File: src/rtl/uart_pkg.sv
// Shared UART definitions: receive FSM states, command characters, bit timing.
// Used by the RX core and the command decoder; the TX side derives its bit period the same way.
// No logic here, only types, constants and a constant function.
package uart_pkg;

  typedef enum logic [2:0] {
    IDLE  = 3'd0,
    START = 3'd1,
    DATA  = 3'd2,
    STOP  = 3'd3,
    BREAK = 3'd4
  } rx_state_e;

  localparam logic [7:0] ASCII_0 = 8'h30;
  localparam logic [7:0] ASCII_1 = 8'h31;

  // Clock cycles per serial bit; integer division, callers keep the result >= 4.
  function automatic int clks_per_bit(input int clk_freq, input int baud);
    return clk_freq / baud;
  endfunction

endpackage

File: src/rtl/uart_rx_core.sv
// 8N1 receiver: 2-flop synchronizer, bit-timing FSM, registered byte and pulses.
// Latency: rx_valid 2 + CLKS_PER_BIT/2 + 9*CLKS_PER_BIT cycles after the start-bit falling edge.
// No backpressure: every good frame pulses rx_valid once; the consumer must take it that cycle.
module uart_rx_core
  import uart_pkg::*;
#(
  parameter int CLK_FREQ = 12000000,
  parameter int BAUD     = 9600
) (
  input  logic       clk,
  input  logic       rst,
  input  logic       rx_i,
  output logic [7:0] rx_byte_o,
  output logic       rx_valid_o,
  output logic       frame_err_o,
  output logic       done_o,
  output logic [7:0] done_byte_o
);

  localparam int CPB = clks_per_bit(CLK_FREQ, BAUD);
  localparam int CW  = $clog2(CPB);
  localparam logic [CW-1:0] CNT_LAST = CW'(CPB - 1);
  localparam logic [CW-1:0] CNT_HALF = CW'(CPB / 2 - 1);

  logic [1:0]    sync_q;
  logic          rx_s;
  rx_state_e     state_q;
  logic [CW-1:0] cnt_q;
  logic [2:0]    bit_idx_q;
  logic [7:0]    shift_q;
  logic [7:0]    rx_byte_q;
  logic          rx_valid_q;
  logic          frame_err_q;

  assign rx_s = sync_q[1];

  // A good stop sample this cycle; lets the decoder update on the same edge as rx_valid.
  assign done_o      = (state_q == STOP) && (cnt_q == CNT_LAST) && rx_s;
  assign done_byte_o = shift_q;

  assign rx_byte_o   = rx_byte_q;
  assign rx_valid_o  = rx_valid_q;
  assign frame_err_o = frame_err_q;

  // Two-flop synchronizer; idles high so reset never looks like a start bit.
  always_ff @(posedge clk or posedge rst) begin
    if (rst) sync_q <= 2'b11;
    else     sync_q <= {sync_q[0], rx_i};
  end

  // Receive FSM with bit counter, shift register and registered output pulses.
  always_ff @(posedge clk or posedge rst) begin
    if (rst) begin
      state_q     <= IDLE;
      cnt_q       <= '0;
      bit_idx_q   <= '0;
      shift_q     <= '0;
      rx_byte_q   <= '0;
      rx_valid_q  <= 1'b0;
      frame_err_q <= 1'b0;
    end else begin
      rx_valid_q  <= 1'b0;
      frame_err_q <= 1'b0;
      case (state_q)
        IDLE: begin
          cnt_q <= '0;
          if (!rx_s) state_q <= START;
        end
        START: begin
          if (cnt_q == CNT_HALF) begin
            cnt_q <= '0;
            if (!rx_s) begin
              state_q   <= DATA;
              bit_idx_q <= '0;
            end else begin
              state_q <= IDLE;
            end
          end else begin
            cnt_q <= cnt_q + CW'(1);
          end
        end
        DATA: begin
          if (cnt_q == CNT_LAST) begin
            cnt_q              <= '0;
            shift_q[bit_idx_q] <= rx_s;
            if (bit_idx_q == 3'd7) state_q <= STOP;
            else                   bit_idx_q <= bit_idx_q + 3'd1;
          end else begin
            cnt_q <= cnt_q + CW'(1);
          end
        end
        STOP: begin
          if (cnt_q == CNT_LAST) begin
            cnt_q <= '0;
            if (rx_s) begin
              rx_byte_q  <= shift_q;
              rx_valid_q <= 1'b1;
              state_q    <= IDLE;
            end else begin
              frame_err_q <= 1'b1;
              state_q     <= BREAK;
            end
          end else begin
            cnt_q <= cnt_q + CW'(1);
          end
        end
        BREAK: begin
          // Stay here while the line is held low so a long break reports only once.
          cnt_q <= '0;
          if (rx_s) state_q <= IDLE;
        end
        default: begin
          cnt_q   <= '0;
          state_q <= IDLE;
        end
      endcase
    end
  end

endmodule

File: src/rtl/uart_rx_cmd.sv
// UART command receiver: exposes each byte and drives act_out from ASCII '1'/'0'.
// Latency: act_out and cmd_err change on the same edge rx_valid rises.
// No backpressure: commands are decoded as they arrive; nothing is buffered.
module uart_rx_cmd
  import uart_pkg::*;
#(
  parameter int CLK_FREQ = 12000000,
  parameter int BAUD     = 9600
) (
  input  logic       clk,
  input  logic       rst,
  input  logic       rx_in,
  output logic [7:0] rx_byte,
  output logic       rx_valid,
  output logic       frame_err,
  output logic       cmd_err,
  output logic       act_out
);

  logic       done;
  logic [7:0] done_byte;
  logic       act_q;
  logic       cmd_err_q;

  uart_rx_core #(
    .CLK_FREQ (CLK_FREQ),
    .BAUD     (BAUD)
  ) u_core (
    .clk         (clk),
    .rst         (rst),
    .rx_i        (rx_in),
    .rx_byte_o   (rx_byte),
    .rx_valid_o  (rx_valid),
    .frame_err_o (frame_err),
    .done_o      (done),
    .done_byte_o (done_byte)
  );

  assign act_out = act_q;
  assign cmd_err = cmd_err_q;

  // Command decode: '1' sets, '0' clears, anything else flags an error and leaves act_out alone.
  always_ff @(posedge clk or posedge rst) begin
    if (rst) begin
      act_q     <= 1'b0;
      cmd_err_q <= 1'b0;
    end else begin
      cmd_err_q <= 1'b0;
      if (done) begin
        if (done_byte == ASCII_1)      act_q     <= 1'b1;
        else if (done_byte == ASCII_0) act_q     <= 1'b0;
        else                           cmd_err_q <= 1'b1;
      end
    end
  end

endmodule

File: config.mk
export PLATFORM = sky130hd
export DESIGN_NAME = uart_rx_cmd
export DESIGN_NICKNAME = d
export VERILOG_FILES = /design/src/rtl/uart_pkg.sv /design/src/rtl/uart_rx_core.sv /design/src/rtl/uart_rx_cmd.sv
export SDC_FILE = /design/constraint.sdc
export NUM_CORES = 1
export LEC_CHECK = 0
export BUFFER_PORTS_ARGS = -buffer_cell sky130_fd_sc_hd__buf_4
export CORE_MARGIN = 1.5
export CORE_UTILIZATION = 63
export DETAILED_ROUTE_END_ITERATION = 7
export PLACE_DENSITY = 0.83
export SLEW_MARGIN = 40
export SYNTH_ARGS = -nofsm -noshare
export SYNTH_HDL_FRONTEND = slang
export SYNTH_SLANG_ARGS = --single-unit
export TNS_END_PERCENT = 50
File: constraint.sdc
create_clock -name clk -period 3.3 [get_ports clk]
set_input_delay 0.33 -clock clk [delete_from_list [all_inputs] [get_ports clk]]
set_output_delay 0.33 -clock clk [all_outputs]
set_load 0.005 [all_outputs]
# Word level (Yosys, flattened, before mapping)
# Cells that the tools add are included.
[totals]
reg_bits = 39
in_bits = 3
elab_cells = 74
[classes]
n_addsub = 2
n_lt_le_gt_ge = 2
eq_ne = 17
mux = 31
reduce_logical = 12
[ops]
columns = ["operator", "count"]
rows = [
  ["$mux W3", 11],
  ["$mux W11", 2],
  ["$pmux W11 S2", 1],
  ["$eq A8 B6 Y1 const B", 2],
  ["$pmux W3 S5", 1],
  ["$mux W1", 12],
  ["$add A11 B1 Y11 const B", 1],
  ["$eq A11 B10 Y1 const B", 1],
  ["$eq A11 B11 Y1 const B", 1],
  ["$bwmux W8", 1],
  ["$ne A2 B1 Y1 const B", 4],
  ["$ne A2 B2 Y1 const B", 4],
  ["$eq A3 B2 Y1 const B", 2],
  ["$eq A3 B3 Y1 const B", 2],
  ["$pmux W3 S2", 1],
  ["$reduce_and A6 Y1", 1],
  ["$reduce_and A5 Y1", 1],
  ["$lt A3 B4 Y1 const B", 1],
  ["$reduce_and A2 Y1", 2],
  ["$reduce_bool A2 Y1", 2],
  ["$add A3 B1 Y3 const B", 1],
  ["$demux W1 S3", 1],
  ["$eq A3 B1 Y1 const B", 1],
  ["$ge A3 B1 Y1 const B", 1],
  ["5 further kinds", 7],
]

# Longest topological paths before layout
[logic_depth]
ltp_word = 5
depth_mapped = 7
mapped_depth_nobuf = 6

# Hierarchy
# A second synthesis with hierarchy kept.
[hier_totals]
cells_unflattened = 163
area_unflattened_um2 = 1880.6
[by_module_without_submodules]
columns = ["mod", "instances", "cells_per_inst", "area_per_inst_um2", "seq_area_each_um2"]
rows = [
  ["uart_rx_core", 1, 154, 1774.2, 928.4],
  ["uart_rx_cmd", 1, 9, 106.4, 50.0],
]

# Worst setup path after synthesis
# Ideal clock, no wire load.
[synth_timing]
path_type = "register to register"
from = "register u_core.cnt_q[3]"
to = "register act_q, in the netlist act_out"
arrival_ps = 1918
required_time_ps = 3175
path_slack_ps = 1257
path_stages_with_launch = 5
path_buffers = 0
synth_period_minus_slack_ps = 2043
path_cell_list = "dfrtp_1 -> or4b_4 -> nor4_4 -> nand2_2 -> mux2_4"
[synth_between]
elab_chain_len = 4
[synth_lines]
columns = ["item", "line_no", "source"]
rows = [
  ["start, declared", "uart_rx_core.sv:28", "logic [CW-1:0] cnt_q;"],
  ["start signal, assigned", "uart_rx_core.sv:79", "cnt_q <= cnt_q + CW'(1);"],
  ["start signal, assigned", "uart_rx_core.sv:89", "cnt_q <= cnt_q + CW'(1);"],
  ["start signal, assigned", "uart_rx_core.sv:104", "cnt_q <= cnt_q + CW'(1);"],
  ["$eq A11 B11 Y1", "uart_rx_core.sv:38", "assign done_o = (state_q == STOP) && (cnt_q == CNT_LAST) && rx_s;"],
  ["$logic_and A1 B1 Y1 (2 in a row)", "uart_rx_core.sv:38", ""],
  ["$reduce_and A2 Y1 (no source line)", "--", ""],
  ["end signal, assigned", "uart_rx_cmd.sv:45", "act_q <= 1'b0;"],
  ["end signal, assigned", "uart_rx_cmd.sv:50", "if (done_byte == ASCII_1) act_q <= 1'b1;"],
  ["end signal, assigned", "uart_rx_cmd.sv:51", "else if (done_byte == ASCII_0) act_q <= 1'b0;"],
  ["end, declared", "uart_rx_cmd.sv:22", "logic act_q;"],
]
# No other way between the ends.
# A chain may end at the register's enable or synchronous reset.

# Final worst setup path
[layout_timing]
from = "register u_core.cnt_q[1]"
to = "register act_q, in the netlist act_out"
# The elaborated chain is that of the path after synthesis.

==> flow_summary_export.csv <==
group,metric,value,unit
timing,skew,0.006528,ns
worst_setup_path,max_stage_delay,0.66,ns
grt,grt_use_total,24.87,%
clock_tree,cts_setup_buffers,0,
die,num_rows,19,
pwr,power_frac_seq,65.7,%
timing,period_minus_slack,2.364,ns
worst_setup_path,end_kind,"register",
place,gp_congestion,0.9075,
layout,area_growth_syn_to_layout,9.854,%
worst_setup_path,critPathArrivalTime,2.61,ns
timing,slew_viol_final,0,
clock_tree,cts_root_buffer,"clkbuf_4",
worst_setup_path,path_class,"reg -> reg",
timing,finalSetupTns,0,ns
place,dp_hpwl,2.620,mm
pwr,power.density,355.9,nW/µm²
worst_hold_path,hp-class,"in -> reg",
timing,rsz0062_at_grt,"no",
worst_setup_path,worstPathMaxFanout,10,
logic_synthesis,synth_cell_types,39,
routing,drcViolationCount,0,
run,maxCapViolCount,0,
routing,wl_per_cell,16.78,µm
logic_synthesis,synth_area,1879,µm²
worst_setup_path,cp_cell_sequence,"inv_1, ha_1, or4bb_1, nor4_4, nand2_2, mux2_4",
logic_synthesis,synth.avg_cell_area,11.05,µm²
place,place_area,2011,µm²
clock_tree,clock_sinks,39,
worst_setup_path,crit_required,3.55,ns
logic_synthesis,yosys_register_bits,39,
pwr,p_int,565.8,µW
clock_tree,clk_latency,0.35,ns
routing,first_pass_iters,4,
pwr,total_leakage_power,0.9394,nW
logic_synthesis,yosys_warnings,0,
die,die_h,57.62,µm
die,io_pins,15,
layout,fin_util,74.22,%
logic_synthesis,synth_fp_nets,178,
layout,antenna_cells,0,
clock_tree,cts_tree,"yes",
clock_tree,path_clk_slew,0.11,ns
routing,vias_per_cell,6.146,
clock_tree,ctsHtreeMaxLevel,2,
pwr,pwr-share-clk,32.4,%
place,io_buffers,14,
layout,drive_gt1_share,24.47,%
clock_tree,numCtsBuffers,5,
timing,finalHoldViolations,0,
pwr,total_power,734.8,µW
timing,worstMarginPinSlew,0.7193,ns
pwr,p_comb_share,2.0,%
grt,grt_max_degree,40,
die,dieArea,3319,µm²
pwr,power_switching_share,23.00,%
timing,timing.hold.ws,0.06866,ns
place,pre_cts_slack,0.9342,ns
worst_setup_path,worstSetupStartpointType,"register",
layout,fin_cells,219,
logic_synthesis,synth_cells,170,
worst_setup_path,cpMaxStageDelayCell,"nor4_4",
timing,fin_crit_sh,71.64,%
pwr,vdd_ir_drop_max,0.4779,mV
timing,slew-limit-headroom,51.69,%
die,core,2781,µm²
pwr,power_switching,169.0,µW
layout,stdcell_area,2064,µm²
worst_setup_path,crit_buf_inv,1,
grt,grt_pass1_vias,1364,
logic_synthesis,ys_seq_area_share,52.06,%
clock_tree,cts-hold-fix-buffers,0,
status,status,"complete, no violations",
worst_setup_path,cpLargestDelayFamily,"simple AND/OR/NAND/NOR gates",
routing,num_vias,1346,
clock_tree,cts.path.max_buffers,2,
grt,overflow,0,
routing,routed_wl,3.675,mm
routing,drtAntennaViolNets,0,
die,initial_core_util,67.57,%
place,dp_cells,211,
timing,setup_viol,0,
die,fp.dieW,57.62,µm
grt,grt_pass1_wl,6.230,mm
routing,drtIter0Drc,95,
timing,max_freq,423.0,MHz
layout,nets,195,
timing,timing.final.ws_setup,0.9359,ns
clock_tree,ctsResizeCount,0,
grt,antenna_found_initial,0,
## power by group through the flow
stage	Combinational, mW	Clock, mW	Sequential [mW]
after floorplan	0.0105	0	0.490
after global placement	0.0143	0	0.491
after detailed placement	0.0150	0	0.492
after CTS	0.0150	0.243	0.482
after global routing	0.0171	0.257	0.483
final	0.0145	0.238	0.483
## cells by family (layout without fill, tap and decap cells)
logic type      Yosys count  count (layout)  share of synthesized area [%]
flops                    39              39                          52.06
fa+ha+maj                 5               5                          3.329
simple gates             71              71                          21.11
mux                      20              20                          11.98
xor+xnor                  9               9                          4.195
compound gates           13              13                          4.661
buf+inv                  13              31                          2.663
## metal layers
metal / vias to the layer above / GRT usage [%] / share of wire (%)
met2: 43 / 39.45 / 51
li1: 627 / - / -
met4: 0 / 10.30 / 1.3
met1: 670 / 33.74 / 42
met3: 6 / 5.134 / 6.0
met5: - / 0 / 0
## worst reg2reg max path, stage by stage, from the launching register on
cell and delay (ns):
dfrtp_1 0.41, inv_1 0.09, ha_1 0.16, or4bb_1 0.51, nor4_4 0.66, nand2_2 0.11
mux2_4 0.33
## state kept, by name, summed over array words and instances, names as in the netlist
name                cells
u_core.cnt_q           11
u_core.done_byte_o      8
u_core.rx_byte_o        8
u_core.bit_idx_q        3
u_core.state_q          3
u_core.sync_q           2
act_out                 1
cmd_err                 1
u_core.frame_err_o      1
u_core.rx_valid_o       1
## layout make-up
class / instances / area, µm²
fillers: 198 / 716.9
clock buffers: 6 / 41.29
flip-flops and latches: 39 / 978.4
clock inverters: 2 / 12.51
well taps: 31 / 38.79
repair buffers: 15 / 112.6
inverters: 8 / 30.03
multi-input cells: 118 / 850.8
## cell usage after synthesis
cell      number  area [µm²]
a21oi_1        2       10.01
a21oi_2        1       8.760
a22o_1         1       8.760
a31oi_1        1       6.260
and2_1         1       6.260
and4b_1        1       10.01
buf_2          1       5.000
clkbuf_1       4       15.01
dfrtp_1       37       925.9
dfstp_2        2       52.55
ha_1           5       62.56
inv_1          8       30.03
mux2_2        16       180.2
mux2_4         1       15.01
mux2i_1        3       30.03
nand2_1       12       45.04
nand2_2        1       6.260
nand3_1        6       30.03
nand4_1        2       12.51
nand4b_1       2       17.52
nor2_1        22       82.58
nor2b_1        2       12.51
nor3_1         7       35.03
nor3b_1        4       30.03
nor4_1         2       12.51
nor4_4         1       21.27
nor4b_1        2       17.52
nor4bb_1       2       20.02
o211ai_1       1       7.510
o21ai_0        4       20.02
o21bai_1       1       7.510
o31ai_1        1       7.510
o41a_1         1       11.26
or2_2          1       6.260
or3_1          1       6.260
or4b_4         1       13.76
or4bb_1        1       11.26
xnor2_1        7       61.31
xor2_1         2       17.52
## worst paths after layout
path                                            startpoint                              end  slack (ns)  depth (start not counted)
worst max-delay path             u_core.cnt_q[1]$_DFF_PP0_              act_out$_DFFE_PP0P_        0.94                          6
worst min register to register  u_core.sync_q[0]$_DFF_PP1_       u_core.sync_q[1]$_DFF_PP1_        0.37                          0
min in group asynchronous                              rst  u_core.rx_byte_o[3]$_DFFE_PP0P_        0.08                          3
max in group asynchronous                              rst       u_core.sync_q[1]$_DFF_PP1_        2.86                          3
worst max register to register   u_core.cnt_q[1]$_DFF_PP0_              act_out$_DFFE_PP0P_        0.94                          6
worst min-delay path                                 rx_in       u_core.sync_q[0]$_DFF_PP1_        0.07                          1
## layout by cell type, fill, tap and decap left out, drive strengths merged, types with 5 or more instances in the layout
master,n
nand2,13
nor2,22
inv,8
nand3,6
dfrtp,37
xnor2,7
buf,15
clkbuf,6
ha,5
nor3,7
mux2,17
Note: power is estimated with default switching activity, not from simulation.
